<file path="src/rtl/nn_accel_pkg.sv">
// Shared types and helpers for the NN accelerator sequencing blocks.
// Holds the systolic sequencer state encoding and the drain-length calculation.
package nn_accel_pkg;

    typedef enum logic [2:0] {
        IDLE    = 3'd0,
        CLEAR   = 3'd1,
        FEED    = 3'd2,
        DRAIN   = 3'd3,
        READOUT = 3'd4
    } seq_state_t;

    // Skew pipeline depth plus wavefront traversal of the array.
    function automatic int drain_len(input int rows, input int cols);
        return ((rows > cols) ? rows : cols) + rows + cols - 1;
    endfunction

endpackage

</file>
<file path="src/rtl/mac_skew_line.sv">
// N-tap shift register producing the skewed feed enables for one array edge.
// Tap i carries the input delayed by i+1 cycles.
module mac_skew_line #(
    parameter int N = 4
) (
    input  logic         clk,
    input  logic         rst_n,
    input  logic         i_in,
    output logic [N-1:0] o_out
);

    logic [N-1:0] r_taps;

    // Shift the feed strobe one tap per cycle
    always_ff @(posedge clk) begin
        if (!rst_n) begin
            r_taps <= {N{1'b0}};
        end else begin
            r_taps[0] <= i_in;
            for (int i = 1; i < N; i++) begin
                r_taps[i] <= r_taps[i-1];
            end
        end
    end

    assign o_out = r_taps;

endmodule

</file>
<file path="src/rtl/systolic_mac_sequencer.sv">
// Sequences one systolic MAC tile: clear, stream K operand vectors with skew,
// drain the wavefront, then hand out one result row per handshake.
module systolic_mac_sequencer
    import nn_accel_pkg::*;
#(
    parameter  int ROWS  = 4,
    parameter  int COLS  = 4,
    parameter  int K_MAX = 256,
    localparam int KW    = $clog2(K_MAX + 1),
    localparam int RW    = ($clog2(ROWS) > 0) ? $clog2(ROWS) : 1
) (
    input  logic            clk,
    input  logic            rst_n,
    input  logic            i_cmd_valid,
    output logic            o_cmd_ready,
    input  logic [KW-1:0]   i_cmd_k,
    output logic            o_pe_clr,
    output logic            o_op_rd_en,
    output logic [KW-1:0]   o_op_rd_addr,
    output logic [ROWS-1:0] o_row_en,
    output logic [COLS-1:0] o_col_en,
    output logic            o_res_valid,
    input  logic            i_res_ready,
    output logic [RW-1:0]   o_res_row,
    output logic            o_busy,
    output logic            o_done
);

    localparam int D   = drain_len(ROWS, COLS);
    localparam int DCW = $clog2(D + 1);

    seq_state_t r_state;
    seq_state_t w_next;

    logic [KW-1:0]  r_k;
    logic [KW-1:0]  r_addr;
    logic [DCW-1:0] r_drain;
    logic [RW-1:0]  r_row;

    logic [KW-1:0]  w_k_sat;
    logic [KW-1:0]  w_addr_nxt;
    logic [DCW-1:0] w_drain_nxt;
    logic [RW-1:0]  w_row_nxt;
    logic           w_accept;
    logic           w_beat;
    logic           w_last_beat;

    logic r_cmd_ready;
    logic r_busy;
    logic r_pe_clr;
    logic r_op_rd_en;
    logic r_res_valid;
    logic r_done;

    logic [ROWS-1:0] w_row_en;
    logic [COLS-1:0] w_col_en;

    // Next-state, handshake decode and counter next values
    always_comb begin
        w_next      = r_state;
        w_accept    = 1'b0;
        w_beat      = 1'b0;
        w_last_beat = 1'b0;
        w_k_sat     = i_cmd_k;
        w_addr_nxt  = {KW{1'b0}};
        w_drain_nxt = {DCW{1'b0}};
        w_row_nxt   = {RW{1'b0}};

        if (i_cmd_k > KW'(K_MAX)) begin
            w_k_sat = KW'(K_MAX);
        end else begin
            w_k_sat = i_cmd_k;
        end

        case (r_state)
            IDLE: begin
                if (i_cmd_valid) begin
                    w_accept = 1'b1;
                    w_next   = CLEAR;
                end else begin
                    w_next   = IDLE;
                end
            end
            CLEAR: begin
                if (r_k == {KW{1'b0}}) begin
                    w_next = DRAIN;
                end else begin
                    w_next = FEED;
                end
            end
            FEED: begin
                if (r_addr == r_k - KW'(1)) begin
                    w_next = DRAIN;
                end else begin
                    w_next     = FEED;
                    w_addr_nxt = r_addr + KW'(1);
                end
            end
            DRAIN: begin
                if (r_drain == DCW'(D - 1)) begin
                    w_next = READOUT;
                end else begin
                    w_next      = DRAIN;
                    w_drain_nxt = r_drain + DCW'(1);
                end
            end
            READOUT: begin
                w_beat = i_res_ready;
                if (i_res_ready && (r_row == RW'(ROWS - 1))) begin
                    w_last_beat = 1'b1;
                    w_next      = IDLE;
                end else if (i_res_ready) begin
                    w_next    = READOUT;
                    w_row_nxt = r_row + RW'(1);
                end else begin
                    // Backpressure: hold the row index until the consumer accepts
                    w_next    = READOUT;
                    w_row_nxt = r_row;
                end
            end
            default: begin
                w_next = IDLE;
            end
        endcase
    end

    // State, counters and registered outputs (outputs follow the next state)
    always_ff @(posedge clk) begin
        if (!rst_n) begin
            r_state     <= IDLE;
            r_k         <= {KW{1'b0}};
            r_addr      <= {KW{1'b0}};
            r_drain     <= {DCW{1'b0}};
            r_row       <= {RW{1'b0}};
            r_cmd_ready <= 1'b1;
            r_busy      <= 1'b0;
            r_pe_clr    <= 1'b0;
            r_op_rd_en  <= 1'b0;
            r_res_valid <= 1'b0;
            r_done      <= 1'b0;
        end else begin
            r_state     <= w_next;
            r_k         <= w_accept ? w_k_sat : r_k;
            r_addr      <= w_addr_nxt;
            r_drain     <= w_drain_nxt;
            r_row       <= w_row_nxt;
            r_cmd_ready <= (w_next == IDLE);
            r_busy      <= (w_next != IDLE);
            r_pe_clr    <= (w_next == CLEAR);
            r_op_rd_en  <= (w_next == FEED);
            r_res_valid <= (w_next == READOUT);
            r_done      <= w_last_beat && w_beat;
        end
    end

    mac_skew_line #(.N(ROWS)) u_row_skew (
        .clk   (clk),
        .rst_n (rst_n),
        .i_in  (r_op_rd_en),
        .o_out (w_row_en)
    );

    mac_skew_line #(.N(COLS)) u_col_skew (
        .clk   (clk),
        .rst_n (rst_n),
        .i_in  (r_op_rd_en),
        .o_out (w_col_en)
    );

    assign o_cmd_ready  = r_cmd_ready;
    assign o_busy       = r_busy;
    assign o_pe_clr     = r_pe_clr;
    assign o_op_rd_en   = r_op_rd_en;
    assign o_op_rd_addr = r_addr;
    assign o_row_en     = w_row_en;
    assign o_col_en     = w_col_en;
    assign o_res_valid  = r_res_valid;
    assign o_res_row    = r_row;
    assign o_done       = r_done;

endmodule

</file>
<file path="config.mk">
export PLATFORM = sky130hd
export DESIGN_NAME = systolic_mac_sequencer
export DESIGN_NICKNAME = d
export VERILOG_FILES = /design/src/rtl/nn_accel_pkg.sv /design/src/rtl/mac_skew_line.sv /design/src/rtl/systolic_mac_sequencer.sv
export SDC_FILE = /design/constraint.sdc
export NUM_CORES = 1
export LEC_CHECK = 0
export CAP_MARGIN = 0
export CORE_ASPECT_RATIO = 1.75
export CORE_MARGIN = 10
export CORE_UTILIZATION = 45
export CTS_CLUSTER_DIAMETER = 120
export DETAILED_ROUTE_END_ITERATION = 8
export DONT_BUFFER_PORTS = 1
export GPL_TIMING_DRIVEN = 0
export REMOVE_ABC_BUFFERS = 1
export SKIP_LAST_GASP = 1
export SLEW_MARGIN = 20
export SYNTH_ARGS = -nofsm -noshare
export SYNTH_HDL_FRONTEND = slang
export SYNTH_SLANG_ARGS = --single-unit
</file>
<file path="constraint.sdc">
create_clock -name clk -period 4.21 [get_ports clk]
set_input_delay 0.842 -clock clk [delete_from_list [all_inputs] [get_ports clk]]
set_output_delay 0.842 -clock clk [all_outputs]
set_load 0.005 [all_outputs]
</file>
# Yosys cells after proc, flatten, opt, wreduce, memory -nomap -nowiden
# Index checks and enable logic that the tools add are counted.
# totals
regBits,41
input_bits,13
out_inout_bits,25
word_cells,53
# classes
add_sub_neg,4
order_cmp,1
eq_ne,10
mux,12
n_bitwise,4
n_reduce_logical,9
# op_table
operator,count
case mux 3 bit (5 select lines),1
"adder 9 x 1 -> 9 bit, second input constant",1
"equality test 3 x 2 -> 1 bit, second input constant",3
equality test 9 bit,1
"> comparator 9 bit, second input constant",1
logical NOT 9 bit,1
2-to-1 mux 9 bit,1
OR reduction 3 bit,3
"subtractor 9 x 1 -> 9 bit, second input constant",1
2-to-1 mux 1 bit,8
"equality test 3 x 1 -> 1 bit, second input constant",2
"equality test 3 bit, second input constant",2
logical NOT 3 bit,2
2-to-1 mux 3 bit,2
"adder 4 x 1 -> 4 bit, second input constant",1
"equality test 4 bit, second input constant",1
inverter 1 bit,4
nonzero test 3 bit,1
"adder 2 x 1 -> 2 bit, second input constant",1
"equality test 2 bit, second input constant",1
logical AND 1 bit,2

# Logic depth before layout (Yosys ltp)
# Gate-level depths: netlist of the first run.
# logic_depth
word_depth,5
ltp_mapped,7
mapped_depth_nobuf,7

# Hierarchy
# A second synthesis of the first run with hierarchy kept.
# hier_totals
hier_cells,199
area_unflattened_um2,1891.8
# modules_own_cells
mod,n_inst,cells_each,area_per_inst_um2,seq_area_each_um2
systolic_mac_sequencer,1,183,1681.6,660.6
mac_skew_line,2,8,105.1,80.1

# Worst setup path before layout of the first run
# OpenSTA, ideal clock, no wires.
# synth_path
kind,in2reg
start,input port rst_n
end,register r_addr[0] (netlist: o_op_rd_addr[0])
setup_ps,75
arrival_time_ps,1811
required_time_ps,4135
path_slack_ps,2324
stages,5
path_buffers,2
path_cell_list,clkbuf_1 > and3_1 > clkbuf_1 > o211ai_1 > a31oi_1
# synth_via
elab_chain_len,2
# synth_rtl
element,line_no,text
start: declaration,systolic_mac_sequencer.sv:13,"input logic rst_n,"
inverter 1 bit (no line),--,
OR reduction 3 bit (no line),--,
end signal: assignment,systolic_mac_sequencer.sv:132,r_addr <= {KW{1'b0}};
end signal: assignment,systolic_mac_sequencer.sv:144,r_addr <= w_addr_nxt;
end: declaration,systolic_mac_sequencer.sv:36,logic [KW-1:0] r_addr;
# No other way between the ends.
# A chain may end at the register's enable or synchronous reset.

# Worst setup path in the final report of the first run
# layout_path
start,register r_k[0]
end,register r_addr[0] (netlist: o_op_rd_addr[0])
# layout_via
elab_chain_len,3
# layout_rtl
element,line_no,text
start: declaration,systolic_mac_sequencer.sv:35,logic [KW-1:0] r_k;
start signal: assignment,systolic_mac_sequencer.sv:131,r_k <= {KW{1'b0}};
start signal: assignment,systolic_mac_sequencer.sv:143,r_k <= w_accept ? w_k_sat : r_k;
subtractor 9 x 1 -> 9 bit,systolic_mac_sequencer.sv:92,if (r_addr == r_k - KW'(1)) begin
equality test 9 bit,systolic_mac_sequencer.sv:92,
OR reduction 3 bit (no line),--,
# No other way between the ends.

==> reports/metrics.yaml, run 1 <==
worstSkewPairLatency_ns: 0.28
fin_skew_ns: 0.006775
critPathArrivalTime_ns: 2.21
syn_inst: 198
die_x_um: 67.35
synth.most_common_cell: "dfxtp_1"
maxCapViolCount: 0
synth_area_leader_cell: "dfxtp_1"
worst_pin_slew_ns: 0.7321
antenna_found_initial: 0
via_per_inst: 5.649
post_cts_buffers: 0
synth_edf_count: 0
slowest_delay_ns: 0.40
dp_slack_ns: 2.170
final_hold_viol_count: 0
h-tree-depth: 2
final_util: 0.4801
drv_slew: 0
start_kind: "register"
grt_overflow: 0
drcViolationCount: 0
leakage_nw: 0.6691
root_buffer: "clkbuf_8"
dieArea_sq_mm: 0.006927
async_flop_share: 0
antenna_cells: 0
firstDrtPassIters: 4
yosys-top-cells-count: "dfxtp_1 (37), nor2_1 (25), a21oi_1 (15)"
cts_tree: "built"
holdBufCountCts: 0
ys_types: 47
synth_ff_type: "dfxtp_1"
ys_seq_area_frac: 0.4196
crit_family: "compound AO/OA/AOI/OAI gates"
critical_path_buf_inv_count: 1
portBuffers: 0
grt_pass1_wl_um: 6693
via_count: 1367
outcome: "complete, no violations"
drt_iter0_markers: 44
relSlewSlack: 0.5098
hpwl_um: 2968
wl_per_cell_um: 16.13
finalSetupTns_ns: 0
crit_path_top_delay_cell: "dfxtp_1"
drt_wl_total_um: 3903
rsz0062_at_grt: "false"
nNetsFinal: 211
yosys_warnings: 0
cts_buffer_depth: 2
drive_gt1_frac: 0.08247
track_usage: 0.1221
post-route-period-util: 0.4961
core_area_sq_mm: 0.003829
setup_violations: 0
crit_type: "reg2reg"
cts_buffers: 5
cp_data_required_time_ns: 4.34
clk_pin_slew_ns: 0.07
whs_ns: 0.4845
fillers: 380
grt_pass1_vias: 1435
path_cells: "inv_1 -> ha_1 -> o21ba_2 -> a221oi_1 -> o221ai_1 -> nand2_1 -> a31oi_1"
grt_max_degree: 19
die_y_um: 102.9
ys_ff_latch: 37
endpoint_kind: "register"
finalWorstSetupSlack_ns: 2.121
clkSinkCount: 37
synthTopCellsByArea: "dfxtp_1 (42%), nor2_1 (5.3%), xor2_1 (5.0%)"
synth_top_area_share: 0.4196
fp-row-count: 30
ant_nets: 0
avgSynthCellArea_sq_um: 8.916
area_growth_pct: 4.110
total_power_mw: 0.7085
start_util: 0.4611
syn_area_sq_mm: 0.001765
min_period_ns: 2.089
boundaryPins: 38
vdd_drop_max_mv: 0.2236
max_freq_ghz: 0.4787
hold_class: "reg2reg"
p_per_area_mw_per_mm2: 385.5
post_cts_resized: 0
worstPathMaxFanout: 9
gp_congestion: 0.8021
[per-stage QoR]
stage	instance area (sq um)	cells
3_5_place_dp	1758	234
5_1_grt	1838	242
4_1_cts	1838	242
3_3_place_gp	1758	234
2_1_floorplan	1698	186
6_report	1838	242
[kinds of logic after synthesis]
| kind of cell | after synthesis | share of synthesized area |
|---|---|---|
| buffers and inverters | 21 | 0.05741 |
| DFF | 37 | 0.4196 |
| xor gates and xnor gates | 17 | 0.08434 |
| AOI/OAI and AO/OA | 37 | 0.1389 |
| and+or+nand+nor | 80 | 0.2587 |
| adders and majority gates | 5 | 0.03544 |
| muxes | 1 | 0.005670 |
[placed cells by master (no fill, tap or decap), types with 2 or more instances in the layout]
master,instances
a21oi_1,15
a31oi_1,10
and2_1,5
clkbuf_1,3
clkbuf_8,5
dfxtp_1,37
ha_1,5
inv_1,8
nand2_1,7
nand2b_1,2
nand3_1,8
nand3_2,2
nand3b_1,2
nand4_1,3
nor2_1,25
nor2b_1,4
nor3b_1,8
o21ai_0,2
xnor2_1,7
xor2_1,10
[power breakdown]
group	total (mW)	internal (mW)	switching [mW]	leakage [nW]
clock network	0.232	0.118	0.114	0.0395
registers	0.385	0.367	0.0184	0.300
logic	0.0912	0.0396	0.0516	0.329
total	0.708	0.524	0.184	0.669
[layout make-up]
| type | instances | area (sq um) | area share |
|---|---|---|---|
| flip-flops and latches | 37 | 740.7 | 0.4030 |
| clock buffers | 8 | 80.08 | 0.04357 |
| well taps | 48 | 60.06 | 0.03268 |
| inverters | 9 | 33.78 | 0.01838 |
| multi-input cells | 140 | 923.4 | 0.5024 |
[state kept, by name, indices dropped and copies added, names as in the netlist, 2 cells and up]
name	flops
o_op_rd_addr	9
o_res_row	2
r_drain	4
r_k	9
r_state	3
u_row_skew.o_out	4
[routing by layer]
metal	part of all wire	vias up	global-route usage
li1	-	679	-
met1	0.35	640	0.1115
met2	0.55	39	0.2339
met3	0.067	9	0.03808
met4	0.025	0	0.05238
met5	0	-	0
[worst register-to-register path: stages, from the launching register on]
cell	delay [ns]
dfxtp_1	0.40
inv_1	0.07
ha_1	0.25
o21ba_2	0.21
a221oi_1	0.32
o221ai_1	0.22
nand2_1	0.33
a31oi_1	0.15
[path summary, 6_finish.rpt]
check	depth (start not counted)	slack (ns)	end	start
worst max-delay path	7	2.12	o_op_rd_addr[0]$_SDFF_PP0_	r_k[0]$_SDFFE_PN0P_
worst max register to register	7	2.12	o_op_rd_addr[0]$_SDFF_PP0_	r_k[0]$_SDFFE_PN0P_
worst min-delay path	1	0.48	r_drain[0]$_SDFF_PP0_	r_drain[0]$_SDFF_PP0_
worst min register to register	1	0.48	r_drain[0]$_SDFF_PP0_	r_drain[0]$_SDFF_PP0_
Note: power is estimated with default switching activity, not from simulation.
==> run 2: changes to the inputs <==
clock period = 2.2 ns   (was 4.21 ns; I/O delays follow)
==> reports/metrics.yaml, run 2 (synthesis results as in run 1) <==
outcome: "complete, no violations"  # unchanged
setup_violations: 0  # unchanged
finalSetupTns_ns: 0  # unchanged
die_y_um: 102.9  # unchanged
fin_skew_ns: 0.005235  # was 0.006775 ns
fin_area_sq_mm: 0.001841  # was 0.001838 sq mm
final_hold_viol_count: 0  # unchanged
layout_common_cells: "dfxtp_1 (37), nor2_1 (25), a21oi_1 (15), xor2_1 (10), a31oi_1 (10)"  # unchanged
fp-row-count: 30  # unchanged
cts_tree: "built"  # unchanged
grt_max_degree: 19  # unchanged
hpwl_um: 2968  # unchanged
relSlewSlack: 0.5186  # was 0.5098
max_freq_ghz: 0.5001  # was 0.4787 GHz
start_kind: "register"  # unchanged
grt_pass1_vias: 1435  # unchanged
endpoint_kind: "register"  # unchanged
area_growth_pct: 4.253  # was 4.110%
clkSinkCount: 37  # unchanged
via_count: 1370  # was 1,367
boundaryPins: 38  # unchanged
antenna_found_initial: 0  # unchanged
dieArea_sq_mm: 0.006927  # unchanged
drcViolationCount: 0  # unchanged
worstSkewPairLatency_ns: 0.28  # about the same
wl_per_cell_um: 15.98  # was 16.13 um
h-tree-depth: 2  # unchanged
drive_gt1_frac: 0.08763  # was 0.08247
final_util: 0.4807  # was 0.4801
drv_slew: 0  # unchanged
grt_overflow: 0  # unchanged
worst_pin_slew_ns: 0.7190  # was 0.7321 ns
cp_data_required_time_ns: 2.40  # was 4.34 ns
post-route-period-util: 0.9090  # was 0.4961
drt_wl_total_um: 3868  # was 3903 um
grt_pass1_wl_um: 6693  # unchanged
holdBufCountCts: 0  # unchanged
root_buffer: "clkbuf_8"  # unchanged
crit_type: "reg2reg"  # unchanged
p_per_area_mw_per_mm2: 735.2  # was 385.5 mW/mm^2
gp_congestion: 0.8021  # unchanged
vdd_drop_max_mv: 0.4299  # was 0.2236 mV
worstPathMaxFanout: 9  # unchanged
track_usage: 0.1221  # unchanged
whs_ns: 0.2519  # was 0.4845 ns
via_per_inst: 5.661  # was 5.649
core_area_sq_mm: 0.003829  # unchanged
ant_nets: 0  # unchanged
start_util: 0.4611  # unchanged
hold_class: "in2reg"  # was reg2reg
maxCapViolCount: 0  # unchanged
critPathArrivalTime_ns: 2.20  # was 2.21 ns
die_x_um: 67.35  # unchanged
clk_pin_slew_ns: 0.07  # about the same
antenna_cells: 0  # unchanged
min_period_ns: 2.000  # was 2.089 ns
cts_buffer_depth: 2  # unchanged
firstDrtPassIters: 4  # unchanged
nNetsFinal: 211  # unchanged
fillers: 379  # was 380
leakage_nw: 0.6695  # was 0.6691 nW
final_common_cell: "dfxtp_1"  # unchanged
drt_iter0_markers: 59  # was 44
portBuffers: 0  # unchanged
total_power_mw: 1.353  # was 0.7085 mW
rsz0062_at_grt: "false"  # unchanged
cts_buffers: 5  # unchanged
postPlaceCellArea_sq_mm: 0.001758  # unchanged
[run 2: changes by cell type in the layout (fill, tap and decap cells not counted)]
cell / before / now
nand2_1: 7 / 6
nand2_2: 0 / 1
[run 2: per-layer routing]
layer  GRT usage  share of wire
met5           0              0
met3     0.03808          0.068
met1      0.1115           0.35
met4     0.05238          0.025
met2      0.2339           0.56
[run 2: path summary, 6_finish.rpt]
kind	endpoint	cells after the start	start	slack, ns
worst min register to register	r_drain[0]$_SDFF_PP0_	1	r_drain[0]$_SDFF_PP0_	0.48
worst max-delay path	o_op_rd_addr[7]$_SDFF_PP0_	5	r_k[3]$_SDFFE_PN0P_	0.20
worst max register to register	o_op_rd_addr[7]$_SDFF_PP0_	5	r_k[3]$_SDFFE_PN0P_	0.20
worst min-delay path	o_cmd_ready$_SDFF_PN1_	1	rst_n	0.25
[run 2: final cells by class]
class	count	area, sq um	area share
multi-input combinational	140	925.9	0.5031
sequential	37	740.7	0.4024
clock buffer	8	80.08	0.04351
tap	48	60.06	0.03263
inverter	9	33.78	0.01835
[run 2: worst max-delay path, stage by stage, from the launching register on]
cell and delay (ns):
dfxtp_1 0.39, or3_4 0.43, o221a_1 0.27, a311oi_2 0.32, nand3_2 0.27, a31oi_1 0.24
[run 2: what timing repair did]
action                     CTS  global route
setup buffers                0             0
gates resized for setup      0             1
setup endpoints to repair    0             9
[run 2: stage by stage]
step | cells | setup slack [ns]
after floorplan | 186 | 0.4032
after global placement | 234 | 0.2866
after detailed placement | 234 | 0.1602
after CTS | 242 | 0.1236
after global routing | 242 | 0.03067
final | 242 | 0.2003
[run 2: where the power goes]
group | internal, mW | leakage [nW] | switching (mW)
clock network | 0.225 | 0.0395 | 0.216
logic | 0.0760 | 0.330 | 0.0985
registers | 0.702 | 0.300 | 0.0352
total | 1.00 | 0.670 | 0.350
==> run 3: changes to the inputs <==
SLEW_MARGIN = 30   (was 20)
==> results of run 3 <==
The final DEF is identical to that of run 2; final timing and power are the same.
